**src/rtl/uart_tx_fifo.sv**
```systemverilog
// UART transmitter with divisor baud generator, parity/stop options and TX FIFO.
// Define UART_TX_CTS_EN to gate frame starts on a synchronised cts_n.
module uart_tx_fifo #(
  parameter int DATA_W     = 8,
  parameter int FIFO_DEPTH = 16,
  parameter int DIV_W      = 16
) (
  input  logic                          clock,
  input  logic                          reset_n,
  input  logic [DIV_W-1:0]              baud_div,
  input  logic [1:0]                    parity_type,
  input  logic                          stop_bits,
  input  logic                          wr_valid,
  input  logic [DATA_W-1:0]             wr_data,
  output logic                          wr_ready,
  input  logic                          cts_n,
  output logic                          data_tx,
  output logic                          active_flag,
  output logic                          done_flag,
  output logic [$clog2(FIFO_DEPTH):0]   fifo_count
);

  localparam int AW = $clog2(FIFO_DEPTH);
  localparam int CW = AW + 1;
  localparam int BW = $clog2(DATA_W);

  typedef enum logic [2:0] {
    S_IDLE,
    S_START,
    S_DATA,
    S_PARITY,
    S_STOP
  } state_t;

  state_t              r_state;
  state_t              w_state_nxt;

  logic [DATA_W-1:0]   r_mem [FIFO_DEPTH];
  logic [AW-1:0]       r_wptr;
  logic [AW-1:0]       r_rptr;
  logic [CW-1:0]       r_count;
  logic [CW-1:0]       w_count_nxt;
  logic                r_wr_ready;

  logic [DATA_W-1:0]   r_shift;
  logic [DATA_W-1:0]   w_shift_nxt;
  logic [DIV_W-1:0]    r_baud_cnt;
  logic [DIV_W-1:0]    r_div;
  logic [BW-1:0]       r_bitcnt;
  logic                r_stopcnt;
  logic                r_par_en;
  logic                r_par_bit;
  logic                r_stop2;

  logic                r_tx;
  logic                r_active;
  logic                r_done;
  logic                w_tx_nxt;
  logic                w_active_nxt;
  logic                w_done_nxt;

  logic                w_push;
  logic                w_pop;
  logic                w_cts_ok;
  logic                w_can_start;
  logic                w_bit_end;
  logic                w_last_data;
  logic                w_stop_end;
  logic [DATA_W-1:0]   w_head;
  logic [DIV_W-1:0]    w_div_eff;

`ifdef UART_TX_CTS_EN
  logic r_cts_s1;
  logic r_cts_s2;

  // Reset to "blocked" so nothing leaves before the sampled line is known.
  always_ff @(posedge clock or negedge reset_n) begin
    if (!reset_n) begin
      r_cts_s1 <= 1'b1;
      r_cts_s2 <= 1'b1;
    end else begin
      r_cts_s1 <= cts_n;
      r_cts_s2 <= r_cts_s1;
    end
  end

  assign w_cts_ok = ~r_cts_s2;
`else
  logic w_unused_cts;
  assign w_unused_cts = cts_n;
  assign w_cts_ok     = 1'b1;
`endif

  assign w_head      = r_mem[r_rptr];
  assign w_push      = wr_valid && r_wr_ready;
  assign w_can_start = (r_count != '0) && w_cts_ok;
  assign w_bit_end   = (r_baud_cnt == r_div - DIV_W'(1));
  assign w_last_data = (r_bitcnt == BW'(DATA_W - 1));
  assign w_stop_end  = (r_state == S_STOP) && w_bit_end &&
                       (!r_stop2 || r_stopcnt);
  assign w_pop       = w_can_start &&
                       ((r_state == S_IDLE) || w_stop_end);
  assign w_div_eff   = (baud_div == '0) ? DIV_W'(1) : baud_div;
  assign w_count_nxt = r_count + CW'(w_push) - CW'(w_pop);

  always_ff @(posedge clock) begin
    if (w_push) r_mem[r_wptr] <= wr_data;
  end

  always_ff @(posedge clock or negedge reset_n) begin
    if (!reset_n) begin
      r_wptr     <= '0;
      r_rptr     <= '0;
      r_count    <= '0;
      r_wr_ready <= 1'b1;
    end else begin
      if (w_push) r_wptr <= r_wptr + AW'(1);
      if (w_pop)  r_rptr <= r_rptr + AW'(1);
      r_count    <= w_count_nxt;
      r_wr_ready <= (w_count_nxt < CW'(FIFO_DEPTH));
    end
  end

  always_ff @(posedge clock or negedge reset_n) begin
    if (!reset_n) begin
      r_state  <= S_IDLE;
      r_tx     <= 1'b1;
      r_active <= 1'b0;
      r_done   <= 1'b0;
    end else begin
      r_state  <= w_state_nxt;
      r_tx     <= w_tx_nxt;
      r_active <= w_active_nxt;
      r_done   <= w_done_nxt;
    end
  end

  always_comb begin
    w_state_nxt = r_state;
    unique case (1'b1)
      (r_state == S_IDLE):
        if (w_can_start) w_state_nxt = S_START;
      (r_state == S_START):
        if (w_bit_end) w_state_nxt = S_DATA;
      (r_state == S_DATA):
        if (w_bit_end && w_last_data)
          w_state_nxt = r_par_en ? S_PARITY : S_STOP;
      (r_state == S_PARITY):
        if (w_bit_end) w_state_nxt = S_STOP;
      (r_state == S_STOP):
        if (w_stop_end)
          w_state_nxt = w_can_start ? S_START : S_IDLE;
      default:
        w_state_nxt = S_IDLE;
    endcase
  end

  always_comb begin
    w_tx_nxt     = 1'b1;
    w_active_nxt = (w_state_nxt != S_IDLE);
    w_done_nxt   = w_stop_end;
    unique case (1'b1)
      (w_state_nxt == S_START):  w_tx_nxt = 1'b0;
      (w_state_nxt == S_DATA):   w_tx_nxt = w_shift_nxt[0];
      (w_state_nxt == S_PARITY): w_tx_nxt = r_par_bit;
      default:                   w_tx_nxt = 1'b1;
    endcase
  end

  always_comb begin
    w_shift_nxt = r_shift;
    if (w_pop)
      w_shift_nxt = w_head;
    else if ((r_state == S_DATA) && w_bit_end)
      w_shift_nxt = r_shift >> 1;
  end

  // Frame configuration is captured at pop so mid-frame changes wait.
  always_ff @(posedge clock or negedge reset_n) begin
    if (!reset_n) begin
      r_shift    <= '0;
      r_baud_cnt <= '0;
      r_div      <= DIV_W'(1);
      r_bitcnt   <= '0;
      r_stopcnt  <= 1'b0;
      r_par_en   <= 1'b0;
      r_par_bit  <= 1'b0;
      r_stop2    <= 1'b0;
    end else begin
      r_shift <= w_shift_nxt;
      if ((r_state == S_IDLE) || w_bit_end)
        r_baud_cnt <= '0;
      else
        r_baud_cnt <= r_baud_cnt + DIV_W'(1);
      if (w_pop) begin
        r_div     <= w_div_eff;
        r_bitcnt  <= '0;
        r_stopcnt <= 1'b0;
        r_par_en  <= ^parity_type;
        r_par_bit <= (^w_head) ^ (parity_type == 2'b01);
        r_stop2   <= stop_bits;
      end else begin
        if ((r_state == S_DATA) && w_bit_end)
          r_bitcnt <= r_bitcnt + BW'(1);
        if ((r_state == S_STOP) && w_bit_end)
          r_stopcnt <= 1'b1;
      end
    end
  end

  assign data_tx     = r_tx;
  assign active_flag = r_active;
  assign done_flag   = r_done;
  assign wr_ready    = r_wr_ready;
  assign fifo_count  = r_count;

endmodule

```
**config.mk**
```make
export PLATFORM = sky130hd
export DESIGN_NAME = uart_tx_fifo
export DESIGN_NICKNAME = d
export VERILOG_FILES = /design/src/rtl/uart_tx_fifo.sv
export SDC_FILE = /design/constraint.sdc
export NUM_CORES = 1
export LEC_CHECK = 0
export ABC_CLOCK_PERIOD_IN_PS = 5200
export BUFFER_PORTS_ARGS = -buffer_cell sky130_fd_sc_hd__buf_2
export CAP_MARGIN = 20
export CELL_PAD_IN_SITES_DETAIL_PLACEMENT = 1
export CELL_PAD_IN_SITES_GLOBAL_PLACEMENT = 1
export CORE_ASPECT_RATIO = 0.75
export CORE_UTILIZATION = 45
export DETAILED_ROUTE_END_ITERATION = 8
export PLACE_DENSITY_LB_ADDON = 0.2
export SLEW_MARGIN = 15
export SYNTH_ARGS = -nofsm -noshare
export SYNTH_HDL_FRONTEND = slang
export SYNTH_SLANG_ARGS = --single-unit
```
**constraint.sdc**
```tcl
create_clock -name clock -period 5.2 [get_ports clock]
set_input_delay 0.78 -clock clock [delete_from_list [all_inputs] [get_ports clock]]
set_output_delay 0.78 -clock clock [all_outputs]
set_load 0.01 [all_outputs]
```
### Word level (Yosys, flattened, before mapping)

Memory sizes are Yosys's and may differ from the RTL's.
Cells that the tools add are included.

| operators by class | value |
|---|---|
| bitwise logic cells | 1 |
| mux-type cells | 19 |
| $add $sub $neg | 7 |
| reduce and logical (&&, ||, !) cells | 18 |
| $lt $le $gt $ge | 1 |
| equal/unequal tests | 10 |

Operator list:

| operator | number |
|---|---|
| $mux 16 | 2 |
| $mux 3 | 8 |
| $add 16x1->16 const B | 1 |
| $eq 16x16->1 | 1 |
| $logic_not 16->1 | 1 |
| $mux 8 | 2 |
| $sub 16x1->16 const B | 1 |
| $pmux 3 s5 | 1 |
| $eq 3x2->1 const B | 4 |
| $add 4x1->4 const B | 2 |
| $reduce_xor 8->1 | 1 |
| $eq 3x1->1 const B | 2 |
| $eq 3x3->1 const B | 2 |
| $logic_and 1x1->1 | 6 |
| $add 5x1->5 | 1 |
| $lt 5x5->1 const B | 1 |
| $mux 1 | 5 |
| $reduce_bool 5->1 | 1 |
| $sub 5x1->5 | 1 |
| $reduce_bool 2->1 | 2 |
| $add 3x1->3 const B | 1 |
| $logic_not 3->1 | 1 |
| $logic_or 1x1->1 | 3 |
| $pmux 1 s3 | 1 |
| 5 further kinds | 5 |

| storage, ports and cells | value |
|---|---|
| logic and storage cells | 74 |
| bits in writable memories | 128 |
| output and inout bits | 9 |
| bits of input ports | 31 |
| bits in registers | 67 |
| memories kept | 1 |

Memories:

| name | depth | bits a word | rd ports | clocked after Yosys merged registers in | wr ports | RTL line | text |
|---|---|---|---|---|---|---|---|
| r_mem | 16 | 8 | 1 | 0 | 1 | 38 | `logic [DATA_W-1:0] r_mem [FIFO_DEPTH];` |

### Depth between registers and ports, before layout

Gate-level depths: netlist of run 1.

| depth | value |
|---|---|
| depth after elaboration | 8 |
| gate-level depth with buffers | 22 |
| gate-level depth less buffers | 20 |

### Worst setup path before layout of run 1

Ideal clock, no wire load.

| timing path | value |
|---|---|
| kind | reg-to-reg |
| start point | register r_div[2] |
| end point | register r_wr_ready, in the netlist wr_ready |
| path slack | 1037 ps |
| library setup time | 79 ps |
| path buffers | 3 |
| cell stages (with the launch flop) | 21 |
| clock period less this slack | 4163 ps |
| required time | 5121 ps |
| data arrival time | 4084 ps |
| cell sequence | dfrtp_1 buf_6 or4_4 or4_4 or3_1 a211oi_2 nand4b_1 a21oi_2 buf_4 buf_6 ha_1 inv_1 ha_1 inv_1 fa_1 inv_1 a21oi_1 nor2_1 nor2_1 xnor2_1 inv_1 |

| on the way | value |
|---|---|
| word-level cells in the longest chain between the ends | 8 |

Ends and longest elaborated chain:

| item | RTL line | text |
|---|---|---|
| from (decl) | 48 | `logic [DIV_W-1:0] r_div;` |
| from (signal assigned) | 196 | `r_div <= w_div_eff;` |
| $sub 16x1->16 | 97 | `assign w_bit_end = (r_baud_cnt == r_div - DIV_W'(1));` |
| $eq 16x16->1 | 97 |  |
| $logic_and 1x1->1 (2 in series) | 99 | `assign w_stop_end = (r_state == S_STOP) && w_bit_end &&` |
| $logic_or 1x1->1 | 102 | `((r_state == S_IDLE) \|\| w_stop_end);` |
| $logic_and 1x1->1 | 101 | `assign w_pop = w_can_start &&` |
| $sub 5x1->5 | 104 | `assign w_count_nxt = r_count + CW'(w_push) - CW'(w_pop);` |
| named net w_count_nxt[4] | 42 | `logic [CW-1:0] w_count_nxt;` |
| $lt 5x5->1 | 120 | `r_wr_ready <= (w_count_nxt < CW'(FIFO_DEPTH));` |
| to (signal assigned) | 120 |  |
| to (decl) | 43 | `logic r_wr_ready;` |

The timed path passes the listed nets, and every way through them passes these cells.
A chain may end at the register's enable or synchronous reset.

### Worst setup path in the final report of run 1

Ends and elaborated chain as after synthesis.

==> flow_summary_export.csv, run 1 <==
group,metric,value,unit
detailed_routing,vias,5204,
clock_tree,root_buffer,"clkbuf_16",
worst_setup_path,cp-start-kind,"flip-flop",
placed_design,gp_congestion,0.784,
floorplanning,start_util,0.465,
detailed_routing,vias_per_cell,5.63,
clock_tree,cts_setup_buffers,0,
worst_setup_path,r2r-end,"wr_ready",
synthesis,synth_adder_area_share,0.0253,
worst_setup_path,cp_cell_sequence,"or4_4 -> or4_4 -> or3_1 -> a211oi_2 -> nand4b_1 -> a21oi_4 -> ha_1 -> inv_1 -> ha_1 -> inv_1 -> fa_1 -> inv_1 -> a21oi_1 -> nor2_1 -> nor2_1 -> xnor2_1 -> inv_1",
run_status,status,"finished, final reports clean",
worst_setup_path,slowest_delay,0.55,ns
global_route,grt_max_degree,50,
final_layout,final_nets,713,
synthesis,synthMuxAreaShare,0.110,
clock_tree,cts_buffers,17,
final_layout,syn_to_final_growth,12.5,%
timing,min_period_over_period,0.808,
synthesis,yosys_warnings,0,
clock_tree,cts_tree,"done",
floorplanning,die_w,162,µm
worst_setup_path,cp_max_fo,8,
timing,tns,0,ns
worst_setup_path,crit_type,"flip-flop to flip-flop",
worst_setup_path,cp_common_cell,"inv_1",
worst_setup_path,rr_worst_depth,17,
worst_setup_path,cp.arrival,4.57,ns
worst_setup_path,critical-path-top-delay-family,"simple AND/OR/NAND/NOR gates",
synthesis,yosys.area_share.simple,0.0923,
placed_design,dp_slack,1.04,ns
job,max_cap_viol_count,0,
power,clkPwrFrac,0.348,
placed_design,dp.cells,893,
power,p_int,2.72,mW
worst_setup_path,rrSetupSlack,1.0,ns
final_layout,antenna_cells,0,
final_layout,multi_input_area,2950,µm²
worst_setup_path,crit_slowest_cell,"or4_4",
clock_tree,cts.clk_slew.worst_paths,0.08,ns
detailed_routing,drt-initial-drc-count,472,
floorplanning,placementRows,43,
synthesis,synth_ff_type,"edfxtp_1",
detailed_routing,drtAntennaViolNets,0,
clock_tree,h-tree-depth,4,
placed_design,dp_hpwl,13600,µm
timing,period_needed,4.20,ns
synthesis,syn_area_per_cell,13.9,µm²
clock_tree,ctsHoldBuffers,0,
worst_setup_path,worstSetupEndpointType,"flip-flop",
power,p_leak,3.87,nW
synthesis,yosys_register_bits,195,
power,p_per_area,396,nW/µm²
power,switchingPower,1.15,mW
global_route,overflow,0,
synthesis,synth-compound-area-share,0.0589,
final_layout,nFillCells,1845,
global_route,antenna_found_initial,0,
synthesis,synth_nets,671,
synthesis,netlist_instances,623,
timing,fmax,238,MHz
detailed_routing,wire_per_inst,21.5,µm
timing,slew_viol_final,0,
floorplanning,die_area,19900,µm²
global_route,grt_pass1_wl,31500,µm
power,vdd_ir_drop_max,0.000276,V
final_layout,instances_no_fill,925,
synthesis,async_reset_ff_frac,0.344,
worst_setup_path,path_buf_inv,4,
power,combPwrFrac,0.153,
hold_path,hold_class,"input port to async pin",
global_route,first_global_vias,5467,
timing,worstMarginPinSlew,1.06,ns
timing,finalHoldViolCount,0,
timing,fin_ws,0.999,ns
synthesis,yosysSeqAreaShare,0.636,
floorplanning,die_height,122,µm
final_layout,drive_gt1_frac,0.184,
worst_setup_path,worstReg2RegStart,"r_div[2]",
power,switching_share,0.297,
floorplanning,io-pin-count,40,
detailed_routing,drc,0,
timing,finalSetupViolations,0,
placed_design,io_buffers,38,
synthesis,synth_area,8690,µm²
detailed_routing,drtPass1Iterations,5,
clock_tree,insertion_delay,0.44,ns
clock_tree,cts_buffer_depth,2,
timing,clock_skew,0.0164,ns
floorplanning,coreArea,18700,µm²
final_layout,ff_latch_area,5530,µm²
detailed_routing,totalWireLength,19900,µm
global_route,grt_use_total,0.217,
synthesis,ys_types,57,
timing,rsz0062_at_grt,"no",
worst_setup_path,cp.required,5.57,ns
synthesis,synth_edf_count,128,
clock_tree,post_cts_resized,0,
timing,max-slew-margin-rel,0.290,
power,power_frac_seq,0.499,
synthesis,synth_top_family_by_area,"multiplexers",
clock_tree,clkSinkCount,195,
synthesis,synth-xor-area-share,0.0514,
[synth_stat cells (3+ instances only)]
| cell type | instances | area, µm² |
|---|---|---|
| edfxtp_1 | 128 | 3840 |
| dfrtp_1 | 64 | 1600 |
| nor2_1 | 52 | 195 |
| mux2i_1 | 43 | 430 |
| nand2_1 | 36 | 135 |
| xnor2_1 | 32 | 280 |
| inv_1 | 25 | 93.8 |
| o21ai_0 | 22 | 110 |
| xor2_1 | 19 | 166 |
| nand3_1 | 18 | 90.1 |
| a221oi_1 | 16 | 140 |
| ha_1 | 16 | 200 |
| mux4_2 | 16 | 360 |
| mux2_2 | 15 | 169 |
| clkbuf_1 | 12 | 45.0 |
| a22oi_1 | 8 | 60.1 |
| buf_2 | 8 | 40.0 |
| nor3_1 | 8 | 40.0 |
| nand2b_1 | 7 | 43.8 |
| a21oi_1 | 6 | 30.0 |
| or3_1 | 6 | 37.5 |
| and3_1 | 5 | 31.3 |
| nor4_1 | 5 | 31.3 |
| nor2b_1 | 4 | 25.0 |
| dfstp_2 | 3 | 78.8 |
| o211ai_1 | 3 | 22.5 |
[logic make-up (layout without fill, tap and decap cells)]
family          after synthesis  after routing
fa+ha+maj                    17             17
mux                          74             74
xor+xnor                     51             51
compound gates               73             73
simple gates                162            162
flops                       195            195
buf+inv                      51            106
[stage by stage]
step / util / power, mW / instance area (µm²) / hold slack [ns]
after floorplan: - / 2.35 / 8690 / 0.465
after global placement: 0.490 / 2.53 / 9150 / 0.483
after detailed placement: 0.490 / 2.56 / 9150 / 0.495
after CTS: 0.523 / 3.91 / 9770 / 0.443
after global routing: 0.523 / 4.05 / 9770 / 0.464
final: 0.523 / 3.87 / 9770 / 0.425
[worst max path at each step]
stage / depth (start not counted) / slack (ns) / from / endpoint
after floorplan: 20 / 1.04 / r_div[2] / wr_ready
after global placement: 17 / 1.07 / r_div[2] / wr_ready
after detailed placement: 17 / 1.04 / r_div[2] / wr_ready
after CTS: 19 / 0.97 / r_div[1] / wr_ready
after global routing: 19 / 0.61 / r_div[1] / wr_ready
final: 17 / 1.0 / r_div[2] / wr_ready
[per-layer routing]
metal  track usage  share of wire  up-vias
met5             0              0        -
met4        0.0613          0.014        0
met3        0.0460          0.052       22
met2         0.309           0.43      118
met1         0.334           0.50     2669
li1              -              -     2395
[state kept, by name (all words and copies together) (netlist names)]
name,count
active_flag,1
r_wptr,4
r_bitcnt,3
r_baud_cnt,16
r_mem,128
r_shift,8
r_par_en,1
r_div,16
r_rptr,4
r_stop2,1
fifo_count,5
done_flag,1
r_stopcnt,1
r_par_bit,1
r_state,3
wr_ready,1
data_tx,1
[power by group through the flow]
stage / clock (mW) / sequential (mW) / combinational, mW
finish: 1.35 / 1.93 / 0.593
global route: 1.42 / 1.96 / 0.664
CTS: 1.37 / 1.93 / 0.605
detailed placement: 0 / 1.97 / 0.599
global placement: 0 / 1.96 / 0.572
floorplan: 0 / 1.92 / 0.435
[cell type report]
cell class | instances | area share
flip-flops and latches | 195 | 0.566
inverters | 25 | 0.00960
clock inverters | 15 | 0.0196
clock buffers | 17 | 0.0435
multi-input cells | 377 | 0.302
well taps | 247 | 0.0316
repair buffers | 49 | 0.0279
[cell usage in the layout (no fill, tap or decap), types with 5 or more instances in the layout]
| master | netlist | routed |
|---|---|---|
| a21oi_1 | 6 | 6 |
| a221oi_1 | 16 | 16 |
| a22oi_1 | 8 | 8 |
| and3_1 | 5 | 5 |
| buf_2 | 8 | 38 |
| buf_4 | 2 | 11 |
| clkbuf_16 | 0 | 17 |
| dfrtp_1 | 64 | 63 |
| edfxtp_1 | 128 | 128 |
| ha_1 | 16 | 16 |
| inv_1 | 25 | 25 |
| mux2_2 | 15 | 15 |
| mux2i_1 | 43 | 43 |
| mux4_2 | 16 | 16 |
| nand2_1 | 36 | 36 |
| nand2b_1 | 7 | 7 |
| nand3_1 | 18 | 18 |
| nor2_1 | 52 | 52 |
| nor3_1 | 8 | 8 |
| nor4_1 | 5 | 5 |
| o21ai_0 | 22 | 22 |
| or3_1 | 6 | 6 |
| xnor2_1 | 32 | 32 |
| xor2_1 | 19 | 19 |
(Power assumes the default switching activity.)
==> inputs of run 2 (changes only) <==
--- a/config.mk
+++ b/config.mk
@@ -5,7 +5,7 @@
 export SDC_FILE = /design/constraint.sdc
 export NUM_CORES = 1
 export LEC_CHECK = 0
-export ABC_CLOCK_PERIOD_IN_PS = 5200
+export ABC_CLOCK_PERIOD_IN_PS = 4100
 export BUFFER_PORTS_ARGS = -buffer_cell sky130_fd_sc_hd__buf_2
 export CAP_MARGIN = 20
 export CELL_PAD_IN_SITES_DETAIL_PLACEMENT = 1
==> constraint.sdc (replaced) <==
create_clock -name clock -period 4.1 [get_ports clock]
set_input_delay 0.615 -clock clock [delete_from_list [all_inputs] [get_ports clock]]
set_output_delay 0.615 -clock clock [all_outputs]
set_load 0.01 [all_outputs]
==> run 2 against run 1 <==
Against the previous run:
- sequential power is 26% higher
- global-route usage is 0.43 points higher
- sequential share of layout area is 1.0 points lower
- critical endpoint unchanged
- largest power group unchanged
- final area is 1.8% higher
- clock skew is 0.0048 ns lower
- hold slack worse by 0.35 ns
- total power is 28% higher
- routed wire length is 2.5% higher
- setup slack worse by 0.78 ns
- largest cell class unchanged
- clock-buffer cell count stayed put
- sequential cell count stayed put
==> flow_summary_export.csv, run 2 (synthesized netlist as in run 1, its figures left out) <==
group,metric,value,unit
run_status,status,"finished, final reports clean",
final_layout,final_cell_mix,"edfxtp_1, dfrtp_1, nor2_1",
clock_tree,insertion_delay,0.44,ns
power,fin_total_pwr,4.96,mW
floorplanning,die_area,19900,µm²
timing,worstMarginPinSlew,0.906,ns
worst_setup_path,crit_type,"flip-flop to flip-flop",
placed_design,io_buffers,38,
floorplanning,placementRows,43,
worst_setup_path,cp_max_fo,4,
placed_design,gp_congestion,0.811,
clock_tree,cts_buffers,17,
worst_setup_path,cp.required,4.47,ns
worst_setup_path,r2r-end,"wr_ready",
detailed_routing,wire_per_inst,21.7,µm
floorplanning,coreArea,18700,µm²
worst_setup_path,rr_worst_depth,18,
clock_tree,cts_tree,"done",
final_layout,ff_latch_area,5530,µm²
detailed_routing,vias,5252,
global_route,overflow,0,
worst_setup_path,crit_path_start,"r_div[0]",
final_layout,final_nets,727,
worst_setup_path,worstSetupEndpointType,"flip-flop",
global_route,grt_max_degree,50,
detailed_routing,vias_per_cell,5.59,
worst_setup_path,worstReg2RegStart,"r_div[0]",
detailed_routing,drtAntennaViolNets,0,
timing,rsz0062_at_grt,"no",
worst_setup_path,slowest_delay,0.57,ns
timing,clock_skew,0.0116,ns
hold_path,hold_class,"input port to async pin",
clock_tree,h-tree-depth,4,
timing,fmax,257,MHz
worst_setup_path,cp_cell_sequence,"or4_4 -> or4_4 -> o211ai_1 -> o211ai_1 -> a211oi_4 -> nand4b_1 -> a21oi_4 -> ha_1 -> inv_1 -> ha_2 -> inv_1 -> fa_2 -> inv_1 -> a21oi_1 -> nor2_1 -> nor2_1 -> xnor2_2 -> inv_1",
clock_tree,cts_buffer_depth,2,
worst_setup_path,crit_slowest_cell,"or4_4",
final_layout,antenna_cells,0,
worst_setup_path,cp.arrival,4.25,ns
detailed_routing,drtPass1Iterations,4,
global_route,grt_use_total,0.222,
timing,tns,0,ns
floorplanning,io-pin-count,40,
detailed_routing,drc,0,
clock_tree,clkSinkCount,195,
final_layout,syn_to_final_growth,14.5,%
timing,period_needed,3.88,ns
detailed_routing,totalWireLength,20400,µm
worst_setup_path,critical-path-top-delay-family,"simple AND/OR/NAND/NOR gates",
timing,finalSetupViolations,0,
global_route,antenna_found_initial,0,
global_route,first_global_vias,5624,
detailed_routing,drt-initial-drc-count,372,
final_layout,multi_input_area,3030,µm²
floorplanning,start_util,0.465,
final_layout,top_regs,"r_mem x128, r_baud_cnt x16, r_div x16",
final_layout,top_register,"r_mem",
final_layout,largest_register_ffs,128,
worst_setup_path,cp-start-kind,"flip-flop",
clock_tree,root_buffer,"clkbuf_16",
placed_design,dp_hpwl,13900,µm
clock_tree,cts.clk_slew.worst_paths,0.07,ns
timing,slew_viol_final,0,
floorplanning,die_w,162,µm
global_route,grt_pass1_wl,32300,µm
final_layout,final_common_cell,"edfxtp_1",
final_layout,instances_no_fill,939,
timing,finalHoldViolCount,0,
power,p_per_area,499,nW/µm²
worst_setup_path,path_buf_inv,4,
final_layout,drive_gt1_frac,0.215,
job,max_cap_viol_count,0,
power,p_leak,3.95,nW
floorplanning,die_height,122,µm
worst_setup_path,cp_common_cell,"inv_1",
timing,min_period_over_period,0.947,
final_layout,nFillCells,1839,
placed_design,dp.cells,904,
power,vdd_ir_drop_max,0.000347,V
worst_setup_path,rrSetupSlack,0.22,ns
timing,whs,0.0792,ns
timing,max-slew-margin-rel,0.394,
run 2: cell count changes in the layout (fill, tap and decap cells not counted), moves of 2 or more:
| cell | before | now |
|---|---|---|
| or3_4 | 0 | 2 |
| bufinv_16 | 0 | 2 |
| buf_4 | 11 | 24 |
| or3_1 | 6 | 4 |
| clkinv_4 | 1 | 3 |
| clkinv_8 | 4 | 0 |
| clkinvlp_4 | 0 | 3 |
| or4b_4 | 0 | 2 |
| ha_1 | 16 | 14 |
| inv_12 | 3 | 0 |
run 2: layer usage:
metal,global-route usage,routed length [µm],vias up
met4,0.0649,222,0
met1,0.339,10100,2709
met3,0.0419,1010,18
met2,0.320,9020,102
met5,0,0,-
li1,-,-,2423
run 2: what timing repair did:
action,in CTS,in global routing
buffers inserted,3,0
pin swaps,6,7
hold buffers,0,0
hold endpoints to repair,0,0
endpoints found under the setup margin,2,2
gates resized for setup,4,11
run 2: power breakdown:
group          internal (mW)  total (mW)  switching [mW]
logic                  0.354       0.822           0.468
clock network          0.918        1.70           0.781
registers               2.29        2.44           0.151
total                   3.56        4.96            1.40
run 2: worst max path at each step:
stage | to | slack (ns) | cells after the start
floorplan | wr_ready | 0.008 | 20
global placement | wr_ready | 0.1 | 17
detailed placement | wr_ready | -0.06 | 20
CTS | wr_ready | 0.007 | 21
global route | wr_ready | 0.007 | 18
finish | wr_ready | 0.22 | 18
run 2: layout make-up:
cell class	instances	area share
clock buffer	17	0.0428
timing repair buffer	63	0.0392
inverter	25	0.00943
tap	247	0.0311
sequential	195	0.555
multi-input combinational	377	0.305
clock inverter	15	0.0174
run 2: stage by stage:
step	instance area, µm²	utilization	worst slack (ns)
floorplan	8690	-	0.00786
global placement	9250	0.495	0.0955
detailed placement	9250	0.495	-0.0578
CTS	9890	0.530	0.00713
global route	9950	0.533	0.00683
finish	9950	0.533	0.216
run 2: worst register-to-register path: cells and delay by family (launching register included):
kind | cells | cell delay [ns]
flops | 1 | 0.39
buf+inv | 4 | 0.23
fa+ha+maj | 3 | 0.74
simple gates | 5 | 1.37
compound gates | 5 | 0.91
xor+xnor | 1 | 0.16
==> inputs of run 3 (changes only) <==
--- a/config.mk
+++ b/config.mk
@@ -5,7 +5,6 @@
 export SDC_FILE = /design/constraint.sdc
 export NUM_CORES = 1
 export LEC_CHECK = 0
-export ABC_CLOCK_PERIOD_IN_PS = 4100
 export BUFFER_PORTS_ARGS = -buffer_cell sky130_fd_sc_hd__buf_2
 export CAP_MARGIN = 20
 export CELL_PAD_IN_SITES_DETAIL_PLACEMENT = 1
@@ -13,6 +12,7 @@
 export CORE_ASPECT_RATIO = 0.75
 export CORE_UTILIZATION = 45
 export DETAILED_ROUTE_END_ITERATION = 8
+export HOLD_SLACK_MARGIN = 0.15
 export PLACE_DENSITY_LB_ADDON = 0.2
 export SLEW_MARGIN = 15
 export SYNTH_ARGS = -nofsm -noshare
==> constraint.sdc (replaced) <==
create_clock -name clock -period 3.2 [get_ports clock]
set_input_delay 0.48 -clock clock [delete_from_list [all_inputs] [get_ports clock]]
set_output_delay 0.48 -clock clock [all_outputs]
set_load 0.01 [all_outputs]
==> run 3 against run 2 <==
Against the previous run:
- the run now ends with negative setup slack left
- clock power grew 25%
- non-clock buffer count rose by 57
- maximum frequency decreased by 0.16%
- first-iteration DRC count rose by 28%
- combinational power grew 51%
- routed wire length is 10% higher
- die area unchanged
- critical path depth is 1 lower
- global-route usage up 1.8 points
- final area grew 6.9%
- hold slack better by 0.19 ns
==> flow_summary_export.csv, run 3 (synthesized netlist as in run 1, its figures left out) <==
group,metric,value,unit
run_status,status,"complete, but fails checks",
run_status,violations,"negative setup slack",
power,fin_total_pwr,6.48,mW
worst_setup_path,rrSetupSlack,-0.69,ns
floorplanning,start_util,0.465,
placed_design,postPlaceCellArea,9600,µm²
global_route,antenna_found_initial,0,
timing,fin_ws,-0.690,ns
global_route,overflow,0,
timing,worstMarginPinSlew,0.834,ns
clock_tree,h-tree-depth,4,
final_layout,syn_to_final_growth,22.5,%
clock_tree,cts_buffers,17,
timing,finalHoldViolCount,0,
detailed_routing,totalWireLength,22500,µm
power,p_leak,4.27,nW
global_route,grt_use_total,0.240,
power,vdd_ir_drop_max,0.000561,V
timing,min_period_over_period,1.22,
worst_setup_path,worstSetupEndpointType,"flip-flop",
worst_setup_path,rr_worst_depth,17,
detailed_routing,drc,0,
final_layout,top_register,"r_mem",
global_route,first_global_vias,6005,
worst_setup_path,crit_path_start,"r_div[1]",
final_layout,final_core_util,0.570,
worst_setup_path,cp.arrival,4.25,ns
worst_setup_path,r2r-end,"wr_ready",
detailed_routing,drt-initial-drc-count,478,
detailed_routing,vias_per_cell,5.63,
final_layout,final_cell_mix,"edfxtp_1, buf_4, dfrtp_1",
final_layout,top_regs,"r_mem x128, r_baud_cnt x16, r_div x16",
timing,period_needed,3.89,ns
timing,slew_viol_final,0,
final_layout,drive_gt1_frac,0.303,
placed_design,dp_hpwl,14800,µm
detailed_routing,wire_per_inst,22.5,µm
detailed_routing,drtPass1Iterations,4,
power,p_per_area,609,nW/µm²
floorplanning,coreArea,18700,µm²
global_route,grt_pass1_wl,34500,µm
worst_setup_path,cp-start-kind,"flip-flop",
final_layout,final_common_cell,"edfxtp_1",
final_layout,multi_input_area,3160,µm²
floorplanning,placementRows,43,
floorplanning,die_height,122,µm
timing,rsz0062_at_grt,"yes",
timing,whs,0.274,ns
final_layout,antenna_cells,0,
placed_design,dp.cells,944,
worst_setup_path,cp.required,3.56,ns
hold_path,hold_class,"input port to flip-flop",
final_layout,ff_latch_area,5530,µm²
clock_tree,cts_tree,"done",
final_layout,largest_register_ffs,128,
detailed_routing,drtAntennaViolNets,0,
floorplanning,die_w,162,µm
placed_design,io_buffers,38,
clock_tree,root_buffer,"clkbuf_16",
detailed_routing,vias,5610,
worst_setup_path,cp_max_fo,3,
worst_setup_path,crit_type,"flip-flop to flip-flop",
timing,max-slew-margin-rel,0.442,
placed_design,gp_congestion,0.866,
global_route,grt_max_degree,32,
clock_tree,cts_buffer_depth,2,
job,max_cap_viol_count,0,
worst_setup_path,crit_end,"wr_ready",
clock_tree,clkSinkCount,195,
timing,finalSetupViolations,43,
floorplanning,io-pin-count,40,
final_layout,final_nets,784,
final_layout,final_area,10600,µm²
timing,fmax,257,MHz
floorplanning,die_area,19900,µm²
final_layout,nFillCells,1823,
clock_tree,cts.clk_slew.worst_paths,0.08,ns
final_layout,instances_no_fill,996,
clock_tree,insertion_delay,0.44,ns
timing,clock_skew,0.0118,ns
worst_setup_path,worstReg2RegStart,"r_div[1]",
==> run 3: cell types whose count changed in the layout (fill, tap and decap cells not counted), sizes merged <==
cell	delta
inv	+1
clkinvlp	-1
bufinv	-1
dlygate4sd3	+1
buf	+54
clkbuf	+3
==> run 3: how the worst min path moves through the flow <==
stage / to / from / cells after the start / slack (ns)
6_report: r_stop2 / stop_bits / 2 / 0.27
5_1_grt: r_stop2 / stop_bits / 2 / 0.26
4_1_cts: r_stop2 / stop_bits / 2 / 0.26
3_5_place_dp: r_stop2 / r_stop2 / 1 / 0.50
3_3_place_gp: r_shift[6] / r_shift[7] / 2 / 0.48
2_1_floorplan: active_flag / reset_n / 0 / 0.18
==> run 3: where the power goes <==
part / internal, mW / switching (mW)
combinational: 0.561 / 0.678
clock: 1.11 / 1.02
sequential: 2.93 / 0.179
==> run 3: cell type report <==
class                           count  area share
Multi-Input combinational cell    377       0.297
Tap cell                          247      0.0290
Timing Repair Buffer              120      0.0905
Sequential cell                   195       0.519
Clock inverter                     14      0.0152
Inverter                           25     0.00882
Clock buffer                       18      0.0403
==> run 3: routing by layer <==
metal / GRT usage / vias to the layer above / share of wire
li1: - / 2535 / -
met5: 0 / - / 0
met2: 0.370 / 128 / 0.46
met3: 0.0527 / 21 / 0.041
met4: 0.0584 / 0 / 0.012
met1: 0.346 / 2926 / 0.48
==> run 3: critical path, stage by stage, from the launching register on <==
cell      delay (ns)
dfrtp_1         0.39
or4_4           0.57
or4_4           0.46
or3_4           0.37
a211oi_4        0.30
nand4b_1        0.22
a21oi_4         0.20
ha_4            0.22
inv_2           0.06
ha_4            0.12
inv_2           0.04
fa_2            0.36
inv_2           0.06
a21oi_2         0.04
nor2_1          0.11
nor2_1          0.06
xnor2_1         0.17
inv_1           0.07
==> run 3: what timing repair did <==
item / in CTS / in global routing
gates resized for setup: 39 / 25
pin swaps: 12 / 5
hold buffers: 1 / 0
endpoints found under the setup margin: 47 / 44
endpoints found under the hold margin: 26 / 0
buffers inserted: 9 / 5
gates cloned: 4 / 3
==> run 3: through the flow <==
step | TNS, ns | setup slack [ns]
2_1_floorplan | -2.67 | -0.716
3_3_place_gp | -7.90 | -0.623
3_5_place_dp | -16.51 | -0.842
4_1_cts | -4.86 | -0.680
5_1_grt | -13.98 | -0.884
6_report | -10.06 | -0.690
